**src/rtl/mem_port_arbiter.sv**
```systemverilog
`default_nettype none
// ============================================================================
// Module      : mem_port_arbiter
// Description : Shares one single-port instruction/data memory between the
//               fetch stage and the load/store stage. Data accesses win by
//               default. A burst limit bounds how many data grants can follow
//               each other while a fetch waits. Drives the fetch freeze and
//               absorbs fetches cancelled by a pc redirect (if_flush).
// Ports       : clk, reset (sync, active-high)
//               fetch : if_req, if_addr, if_flush -> if_rdata, if_valid, freeze
//               data  : d_req, d_we, d_addr, d_wdata -> d_rdata, d_done
//               memory: mem_req, mem_we, mem_addr, mem_wdata <- mem_rdata, mem_ack
// Options     : ARB_STATS_EN adds the stall_cycles and data_grants counters.
// Revision    : 1.0 - initial release
// ============================================================================
module mem_port_arbiter #(
    parameter int ADDR_W         = 32,
    parameter int DATA_W         = 16,
    parameter int MAX_DATA_BURST = 4
) (
    input  logic              clk,
    input  logic              reset,
    input  logic              if_req,
    input  logic [ADDR_W-1:0] if_addr,
    input  logic              if_flush,
    output logic [DATA_W-1:0] if_rdata,
    output logic              if_valid,
    output logic              freeze,
    input  logic              d_req,
    input  logic              d_we,
    input  logic [ADDR_W-1:0] d_addr,
    input  logic [DATA_W-1:0] d_wdata,
    output logic [DATA_W-1:0] d_rdata,
    output logic              d_done,
    output logic              mem_req,
    output logic              mem_we,
    output logic [ADDR_W-1:0] mem_addr,
    output logic [DATA_W-1:0] mem_wdata,
    input  logic [DATA_W-1:0] mem_rdata,
    input  logic              mem_ack
`ifdef ARB_STATS_EN
    ,
    output logic [31:0]       stall_cycles,
    output logic [31:0]       data_grants
`endif
);

    localparam int                 c_cnt_w     = $clog2(MAX_DATA_BURST + 1);
    localparam logic [c_cnt_w-1:0] c_burst_max = c_cnt_w'(MAX_DATA_BURST);

    typedef enum logic [1:0] {
        IDLE    = 2'd0,
        IF_BUSY = 2'd1,
        D_BUSY  = 2'd2,
        IF_DROP = 2'd3   // cancelled fetch still outstanding at the memory
    } state_t;

    state_t              state_q, state_d;
    logic                mem_req_q, mem_req_d;
    logic                mem_we_q, mem_we_d;
    logic [ADDR_W-1:0]   mem_addr_q, mem_addr_d;
    logic [DATA_W-1:0]   mem_wdata_q, mem_wdata_d;
    logic [DATA_W-1:0]   if_rdata_q, if_rdata_d;
    logic [DATA_W-1:0]   d_rdata_q, d_rdata_d;
    logic                if_valid_q, if_valid_d;
    logic                d_done_q, d_done_d;
    logic [c_cnt_w-1:0]  burst_q, burst_d;

    // Data wins unless it has used up its burst allowance while fetch waits.
    logic w_grant_d;
    assign w_grant_d = d_req && ((burst_q < c_burst_max) || !if_req);

    always_comb begin
        state_d     = state_q;
        mem_req_d   = mem_req_q;
        mem_we_d    = mem_we_q;
        mem_addr_d  = mem_addr_q;
        mem_wdata_d = mem_wdata_q;
        if_rdata_d  = if_rdata_q;
        d_rdata_d   = d_rdata_q;
        burst_d     = burst_q;
        if_valid_d  = 1'b0;
        d_done_d    = 1'b0;
        case (state_q)
            IDLE: begin
                if (w_grant_d) begin
                    state_d     = D_BUSY;
                    mem_req_d   = 1'b1;
                    mem_we_d    = d_we;
                    mem_addr_d  = d_addr;
                    mem_wdata_d = d_wdata;
                    if (!if_req)
                        burst_d = '0;
                    else if (burst_q != c_burst_max)
                        burst_d = burst_q + c_cnt_w'(1);
                end else if (if_req && !if_flush) begin
                    state_d    = IF_BUSY;
                    mem_req_d  = 1'b1;
                    mem_we_d   = 1'b0;
                    mem_addr_d = if_addr;
                    burst_d    = '0;
                end
            end
            IF_BUSY: begin
                if (mem_ack) begin
                    state_d   = IDLE;
                    mem_req_d = 1'b0;
                    // A flush in the ack cycle swallows the returned word.
                    if (!if_flush) begin
                        if_rdata_d = mem_rdata;
                        if_valid_d = 1'b1;
                    end
                end else if (if_flush) begin
                    state_d = IF_DROP;
                end
            end
            D_BUSY: begin
                if (mem_ack) begin
                    state_d   = IDLE;
                    mem_req_d = 1'b0;
                    d_done_d  = 1'b1;
                    if (!mem_we_q)
                        d_rdata_d = mem_rdata;
                end
            end
            IF_DROP: begin
                if (mem_ack) begin
                    state_d   = IDLE;
                    mem_req_d = 1'b0;
                end
            end
            default: begin
                state_d   = IDLE;
                mem_req_d = 1'b0;
            end
        endcase
    end

    always_ff @(posedge clk) begin
        if (reset) begin
            state_q     <= IDLE;
            mem_req_q   <= 1'b0;
            mem_we_q    <= 1'b0;
            mem_addr_q  <= '0;
            mem_wdata_q <= '0;
            if_rdata_q  <= '0;
            d_rdata_q   <= '0;
            if_valid_q  <= 1'b0;
            d_done_q    <= 1'b0;
            burst_q     <= '0;
        end else begin
            state_q     <= state_d;
            mem_req_q   <= mem_req_d;
            mem_we_q    <= mem_we_d;
            mem_addr_q  <= mem_addr_d;
            mem_wdata_q <= mem_wdata_d;
            if_rdata_q  <= if_rdata_d;
            d_rdata_q   <= d_rdata_d;
            if_valid_q  <= if_valid_d;
            d_done_q    <= d_done_d;
            burst_q     <= burst_d;
        end
    end

    assign mem_req   = mem_req_q;
    assign mem_we    = mem_we_q;
    assign mem_addr  = mem_addr_q;
    assign mem_wdata = mem_wdata_q;
    assign if_rdata  = if_rdata_q;
    assign d_rdata   = d_rdata_q;
    assign if_valid  = if_valid_q;
    assign d_done    = d_done_q;
    assign freeze    = if_req && !if_valid_q;

`ifdef ARB_STATS_EN
    logic [31:0] stall_cycles_q;
    logic [31:0] data_grants_q;

    always_ff @(posedge clk) begin
        if (reset) begin
            stall_cycles_q <= '0;
            data_grants_q  <= '0;
        end else begin
            if (freeze)
                stall_cycles_q <= stall_cycles_q + 32'd1;
            if ((state_q == IDLE) && w_grant_d)
                data_grants_q <= data_grants_q + 32'd1;
        end
    end

    assign stall_cycles = stall_cycles_q;
    assign data_grants  = data_grants_q;
`endif

endmodule
`default_nettype wire

```
**config.mk**
```make
export PLATFORM = sky130hd
export DESIGN_NAME = mem_port_arbiter
export DESIGN_NICKNAME = d
export VERILOG_FILES = /design/src/rtl/mem_port_arbiter.sv
export SDC_FILE = /design/constraint.sdc
export NUM_CORES = 1
export LEC_CHECK = 0
export CAP_MARGIN = 30
export CORE_MARGIN = 4
export CORE_UTILIZATION = 39
export CTS_BUF_LIST = sky130_fd_sc_hd__clkbuf_4 sky130_fd_sc_hd__clkbuf_8 sky130_fd_sc_hd__clkbuf_16
export CTS_CLUSTER_SIZE = 25
export DETAILED_ROUTE_END_ITERATION = 6
export MAX_ROUTING_LAYER = met4
export PLACE_DENSITY = 0.8
export REMOVE_ABC_BUFFERS = 1
export SYNTH_ARGS = -nofsm -noshare
export SYNTH_HDL_FRONTEND = slang
export SYNTH_SLANG_ARGS = --single-unit
```
**constraint.sdc**
```tcl
create_clock -name clk -period 1.9 [get_ports clk]
set_clock_uncertainty 0.2 [all_clocks]
set_input_delay 0.285 -clock clk [delete_from_list [all_inputs] [get_ports clk]]
set_output_delay 0.285 -clock clk [all_outputs]
set_load 0.01 [all_outputs]
```
==> results.py, run 1 <==
metrics = {
    "cells_and_area": {
        "utilization_pct": 66.08,
        "antenna_cells": 0,
        "final_common_cell": "clkdlybuf4s50_1",
        "final_cell_mix": "clkdlybuf4s50_1 (185), dfxtp_1 (89), nand2_1 (65)",
        "nFillCells": 714,
        "fin_nets": 659,
        "synthToLayoutAreaGrowth_pct": 64.35,
        "drive_above_1_share_pct": 13.42,
    },
    "hold_path": {
        "hp-class": "flop to flop",
        "min_path_cells": 2,
    },
    "floorplan": {
        "core_mm2": 0.008763,
        "row_count": 34,
        "start_util_pct": 40.21,
        "num_io_pins": 188,
        "die_y_um": 103.1,
        "die-area_mm2": 0.01062,
        "die_w_um": 103.1,
    },
    "synthesis": {
        "synth_xor_area_share_pct": 0,
        "netlist_instances": 372,
        "synth_cell_type_count": 30,
        "synth_area_per_cell_um2": 9.471,
        "yosys-top-cells-area": "dfxtp_1 (51%), o221a_2 (10%), o31a_1 (8.0%)",
        "synth_top_cell_area_share_pct": 50.57,
        "yosysWarnings": 0,
        "yosys.area_share.simple_pct": 12.75,
        "ys_seq_elements": 89,
        "synth_compound_area_share_pct": 30.04,
        "synth.area.mux_share_pct": 0,
        "synth_largest_area_cell": "dfxtp_1",
        "synth_top_family_by_area": "compound AO/OA/AOI/OAI gates",
        "yosysSeqAreaShare_pct": 50.57,
        "synth_area_mm2": 0.003523,
        "synth_adder_area_share_pct": 0.7102,
    },
    "route": {
        "drc_errors": 0,
        "routed.top_layer": "met4",
        "detail_route.wl_per_cell_um": 17.51,
        "first_pass_iters": 4,
        "routed_wl_um": 11680,
        "via_per_inst": 5.378,
        "drt_iter0_markers": 136,
        "final_antenna_net_count": 0,
        "dr_wl_met2_um": 5420,
        "vias": 3587,
        "wl_met1_um": 4955,
        "dr_wl_met3_um": 1228,
    },
    "clock_tree": {
        "cts_tree": "done",
        "clk_latency_ns": 0.34,
        "post-cts-setup-buffers": 0,
        "clk_path_buf_depth": 2,
        "clkSlewWorstSetupHoldPaths_ns": 0.09,
        "cts-root-buf": "clkbuf_8",
        "cts_buffers": 9,
        "cts-htree-levels": 3,
        "cts.sinks": 89,
    },
    "grt": {
        "antenna_found_initial": 0,
        "first_global_vias": 3505,
        "grt_use_total_pct": 21.38,
        "grt_overflow_total": 0,
        "grt_max_degree": 49,
        "grt_pass1_wl_um": 17240,
    },
    "timing": {
        "hold_viol_final": 0,
        "slew_viol_final": 0,
        "tightest_slew_ns": 0.5254,
        "setup_viol": 0,
        "fin_crit_ns": 1.778,
        "maxSlewHeadroom_pct": 64.61,
        "rsz0062_at_grt": "false",
        "period_share_pct": 93.59,
        "setup_tns_ns": 0,
        "clock.fmax_mhz": 562.4,
    },
    "worst_setup_path": {
        "worst-path-stages": 1,
        "worstSetupStartpointType": "flop",
        "path_cells": "clkdlybuf4s50_1",
        "r2r_cells": 4,
        "critical_path_arrival_ns": 1.29,
        "path_delay_family": "buffers and inverters",
        "path_class": "flop to output pin",
        "worst-path-max-fanout": 4,
        "crit_path_max_incr_delay_ns": 0.56,
        "critPathRequiredTime_ns": 1.41,
        "slowest_stage": "clkdlybuf4s50_1",
        "crit_buf_inv": 1,
        "end_kind": "output pin",
    },
    "placed_design": {
        "numPortBuffers": 187,
        "gp_congestion": 0.8546,
        "dpl.hpwl_um": 8354,
    },
    "power_and_ir_drop": {
        "p_leak_nw": 2.069,
        "peakVddDrop_v": 0.0003593,
        "power_density_mw_per_mm2": 739.5,
    },
    "run_status": {
        "status": "completed",
    },
    "run": {
        "maxCapViolations": 0,
    },
}
==> cell usage after synthesis <==
master / count
dfxtp_1: 89
a2bb2oi_1: 1
nand4bb_1: 2
buf_6: 4
nor2b_1: 2
clkbuf_2: 2
o21a_1: 1
buf_2: 15
ha_1: 2
o21ai_0: 18
nand2b_1: 2
clkinv_1: 1
a21bo_2: 1
o31a_1: 32
nand3_1: 17
and4bb_2: 1
or2_4: 1
buf_4: 1
a32o_1: 3
buf_1: 3
a21boi_0: 1
inv_1: 2
nor2_1: 5
a21oi_1: 51
and3_1: 2
clkbuf_1: 13
nor4bb_1: 2
o221a_2: 32
nand2_1: 65
a22o_1: 1
==> final cells by class <==
type	instances	area [µm²]	area share [%]
Clock inverter	6	67.56	1.167
Tap cell	108	135.1	2.334
Sequential cell	89	1782	30.77
Inverter	3	11.26	0.1945
Clock buffer	10	131.4	2.269
Multi-Input combinational cell	242	1543	26.64
Timing Repair Buffer	209	2121	36.62
==> cells by family after synthesis <==
family | Yosys count
AOI/OAI and AO/OA | 141
buffers and inverters | 41
DFF | 89
adders and majority gates | 2
and+or+nand+nor | 99
==> repair_timing <==
action,in CTS,in global routing
gates resized for setup,1,0
endpoints found under the setup margin,1,0
endpoints found under the hold margin,1,0
hold buffers,1,0
==> stage by stage <==
| step | total power [mW] | worst slack, ns | instances | area, µm² | hold slack (ns) |
|---|---|---|---|---|---|
| 2_1_floorplan | 2.409 | -0.8213 | 334 | 3326 | 0.1541 |
| 3_3_place_gp | 3.000 | -0.07295 | 650 | 5583 | 0.2405 |
| 4_1_cts | 4.331 | 0.09620 | 667 | 5791 | 0.2581 |
| 5_1_grt | 4.491 | 0.06162 | 667 | 5791 | 0.2804 |
| 3_5_place_dp | 3.020 | -0.1012 | 650 | 5583 | 0.2484 |
| 6_report | 4.282 | 0.1218 | 667 | 5791 | 0.2567 |
==> report_power, final <==
group	switching [mW]	internal, mW	total [mW]
Sequential	0.0637	1.98	2.05
Clock	0.680	0.628	1.31
Combinational	0.366	0.563	0.929
==> layer usage <==
metal,GRT usage [%],up-vias
li1,-,1733
met1,26.62,1680
met2,33.94,168
met3,5.548,6
met4,6.773,0
met5,-,-
==> worst paths after layout <==
check | from | endpoint | slack, ns
setup / recovery | mem_we | mem_we | 0.12
hold / removal | if_rdata[4] | if_rdata[4] | 0.26
setup reg to reg | state_q[0] | burst_q[2] | 0.25
hold reg to reg | if_rdata[4] | if_rdata[4] | 0.26
==> state kept, by name, indices dropped and copies added (netlist names), 2 cells and up <==
signal / count
mem_addr: 32
if_rdata: 16
burst_q: 3
d_rdata: 16
state_q: 2
mem_wdata: 16
(Power assumes the default switching activity.)
==> run 2: changes to the inputs <==
Settings changed: ABC_AREA from default to 1, CORE_UTILIZATION 39 to 40.
==> run 2 against run 1 <==
  * Combinational power is 81% higher
  * Maximum frequency down 3.6%
  * Critical endpoint unchanged
  * Largest cell class unchanged
  * Synthesized area is 6.8% higher
  * Worst hold slack improved by 0.030 ns
==> results.py, run 2 <==
metrics = {
    "synthesis": {
        "synth.area.mux_share_pct": 0,
        "yosys.area_share.simple_pct": 29.59,
        "synth_cell_type_count": 25,
        "ys_seq_elements": 89,
        "synth.most_common_cell": "nor2_1",
        "synth_area_mm2": 0.003764,
        "yosysWarnings": 0,
        "synth_largest_area_cell": "dfxtp_1",
        "synth_xor_area_share_pct": 0,
        "synth_top_cell_area_share_pct": 47.34,
        "synth_edf_count": 0,
        "async_flop_share_pct": 0,
        "synth_area_per_cell_um2": 7.252,
        "netlist_instances": 519,
        "synth.cells.most_frequent": "nor2_1 (133), dfxtp_1 (89), nand2_1 (78)",
        "synthFlopType": "dfxtp_1",
        "synth_compound_area_share_pct": 15.96,
        "synth_top_family_by_area": "simple AND/OR/NAND/NOR gates",
        "yosys-top-cells-area": "dfxtp_1 (47%), nor2_1 (13%), o21ai_0 (9.3%)",
        "yosysSeqAreaShare_pct": 47.34,
        "synth_adder_area_share_pct": 0.6649,
    },
    "grt": {
        "grt_overflow_total": 0,
        "grt_use_total_pct": 21.68,
        "antenna_found_initial": 0,
        "grt_max_degree": 36,
        "grt_pass1_wl_um": 18860,
        "first_global_vias": 3895,
    },
    "run": {
        "maxCapViolations": 0,
    },
    "floorplan": {
        "die-area_mm2": 0.01103,
        "start_util_pct": 40.93,
        "core_mm2": 0.009196,
        "row_count": 35,
        "die_y_um": 105,
        "num_io_pins": 188,
        "die_w_um": 105,
    },
    "hold_path": {
        "hp-class": "flop to flop",
    },
    "timing": {
        "tightest_slew_ns": 0.3689,
        "period_share_pct": 97.06,
        "maxSlewHeadroom_pct": 75.35,
        "setup_ws_ns": 0.05583,
        "slew_viol_final": 0,
        "fin_crit_ns": 1.844,
        "setup_viol": 0,
        "whs_ns": 0.2863,
        "hold_viol_final": 0,
        "rsz0062_at_grt": "false",
        "clock.fmax_mhz": 542.3,
    },
    "power_and_ir_drop": {
        "peakVddDrop_v": 0.0004086,
        "p_leak_nw": 2.482,
        "power_density_mw_per_mm2": 844.8,
        "power_mw": 5.068,
    },
    "route": {
        "routed.top_layer": "met4",
        "detail_route.wl_per_cell_um": 14.48,
        "drt_iter0_markers": 165,
        "first_pass_iters": 4,
        "routed_wl_um": 11900,
        "via_per_inst": 4.932,
        "dr_wl_met2_um": 6363,
        "final_antenna_net_count": 0,
        "wl_met1_um": 4674,
        "vias": 4054,
        "dr_wl_met3_um": 538,
        "drc_errors": 0,
    },
    "clock_tree": {
        "cts-htree-levels": 3,
        "cts_buffers": 9,
        "hold_buffers": 0,
        "clk_path_buf_depth": 2,
        "cts.sinks": 89,
        "clkSlewWorstSetupHoldPaths_ns": 0.08,
        "clk_latency_ns": 0.35,
        "cts-root-buf": "clkbuf_8",
        "cts_tree": "done",
        "post-cts-setup-buffers": 0,
    },
    "cells_and_area": {
        "final_cell_mix": "clkdlybuf4s50_1 (186), nor2_1 (133), dfxtp_1 (89)",
        "fin_nets": 812,
        "drive_above_1_share_pct": 7.876,
        "final_common_cell": "clkdlybuf4s50_1",
        "synthToLayoutAreaGrowth_pct": 59.41,
        "largest_reg_flops": 32,
        "antenna_cells": 0,
    },
    "placed_design": {
        "gp_congestion": 0.8233,
        "dpl_worst_slack_ns": -0.06925,
        "numPortBuffers": 187,
        "dpl.hpwl_um": 9171,
    },
    "worst_setup_path": {
        "crit_buf_inv": 1,
        "end_kind": "output pin",
        "path_cells": "clkdlybuf4s50_1",
        "path_class": "flop to output pin",
        "critical_path_arrival_ns": 1.36,
        "critPathRequiredTime_ns": 1.41,
        "slowest_stage": "clkdlybuf4s50_1",
        "worst-path-max-fanout": 3,
        "crit_path_max_incr_delay_ns": 0.61,
        "path_delay_family": "buffers and inverters",
        "worstSetupStartpointType": "flop",
    },
    "run_status": {
        "status": "completed",
    },
}
-- run 2: cell count changes in the layout (fill, tap and decap cells not counted), sizes merged, moves of 13 or more --
cell | before | now
a21oi | 51 | 38
nand2 | 65 | 83
o221a | 32 | 0
o31a | 32 | 0
nor2 | 5 | 136
nand3 | 17 | 41
o21ai | 18 | 82
-- run 2: final timing paths --
path                                   start      endpoint  slack [ns]  depth (start not counted)
worst max-delay path                  mem_we        mem_we        0.06                          1
worst min-delay path            mem_addr[16]  mem_addr[16]        0.29                          2
worst max register to register    state_q[0]  mem_wdata[0]        0.24                          5
worst min register to register  mem_addr[16]  mem_addr[16]        0.29                          2
-- run 2: routing by layer --
metal	GRT usage, %	vias up
met3	3.397	26
met1	23.45	1850
met5	-	-
met2	39.23	114
li1	-	2064
met4	9.185	0
-- run 2: stage by stage --
step	TNS [ns]	instances	area (µm²)	util (%)
floorplan	-4.529	484	3570	-
global placement	-0.08298	807	5831	63.40
detailed placement	-0.8362	807	5831	63.40
CTS	0	822	6000	65.24
global route	0	822	6000	65.24
finish	0	822	6000	65.24
-- run 2: report_power, final --
part | switching, mW | leakage [nW] | internal, mW
clock network | 0.650 | 0.0785 | 0.500
registers | 0.138 | 0.731 | 2.10
logic | 0.798 | 1.67 | 0.881
total | 1.59 | 2.48 | 3.48
-- run 2: logic make-up (layout without fill, tap and decap cells) --
logic type,after synthesis,count (layout)
simple gates,262,262
compound gates,120,120
flops,89,89
buf+inv,46,238
fa+ha+maj,2,2
-- run 2: area by class of cell --
| cell class | instances | area, µm² |
|---|---|---|
| fillers | 810 | 3197 |
| repair buffers | 212 | 2121 |
| flip-flops and latches | 89 | 1782 |
| multi-input cells | 384 | 1739 |
| clock buffers | 11 | 138.9 |
| well taps | 111 | 138.9 |
| inverters | 11 | 48.80 |
| clock inverters | 4 | 31.28 |
-- run 2: tightest hold or removal path, cell delays in order (launching register included) --
cell	delay, ns
dfxtp_1	0.33
a21oi_1	0.04
nor2_1	0.08
-- run 2: timing repair --
action | in CTS | in global routing
gates resized for setup | 1 | 0
hold endpoints to repair | 0 | 0
setup endpoints to repair | 1 | 0
==> run 3: changes to the inputs <==
Settings changed: SLEW_MARGIN from default to 15.
==> results of run 3 <==
Same layout as run 2: the final DEF is identical, and so are final timing and power.
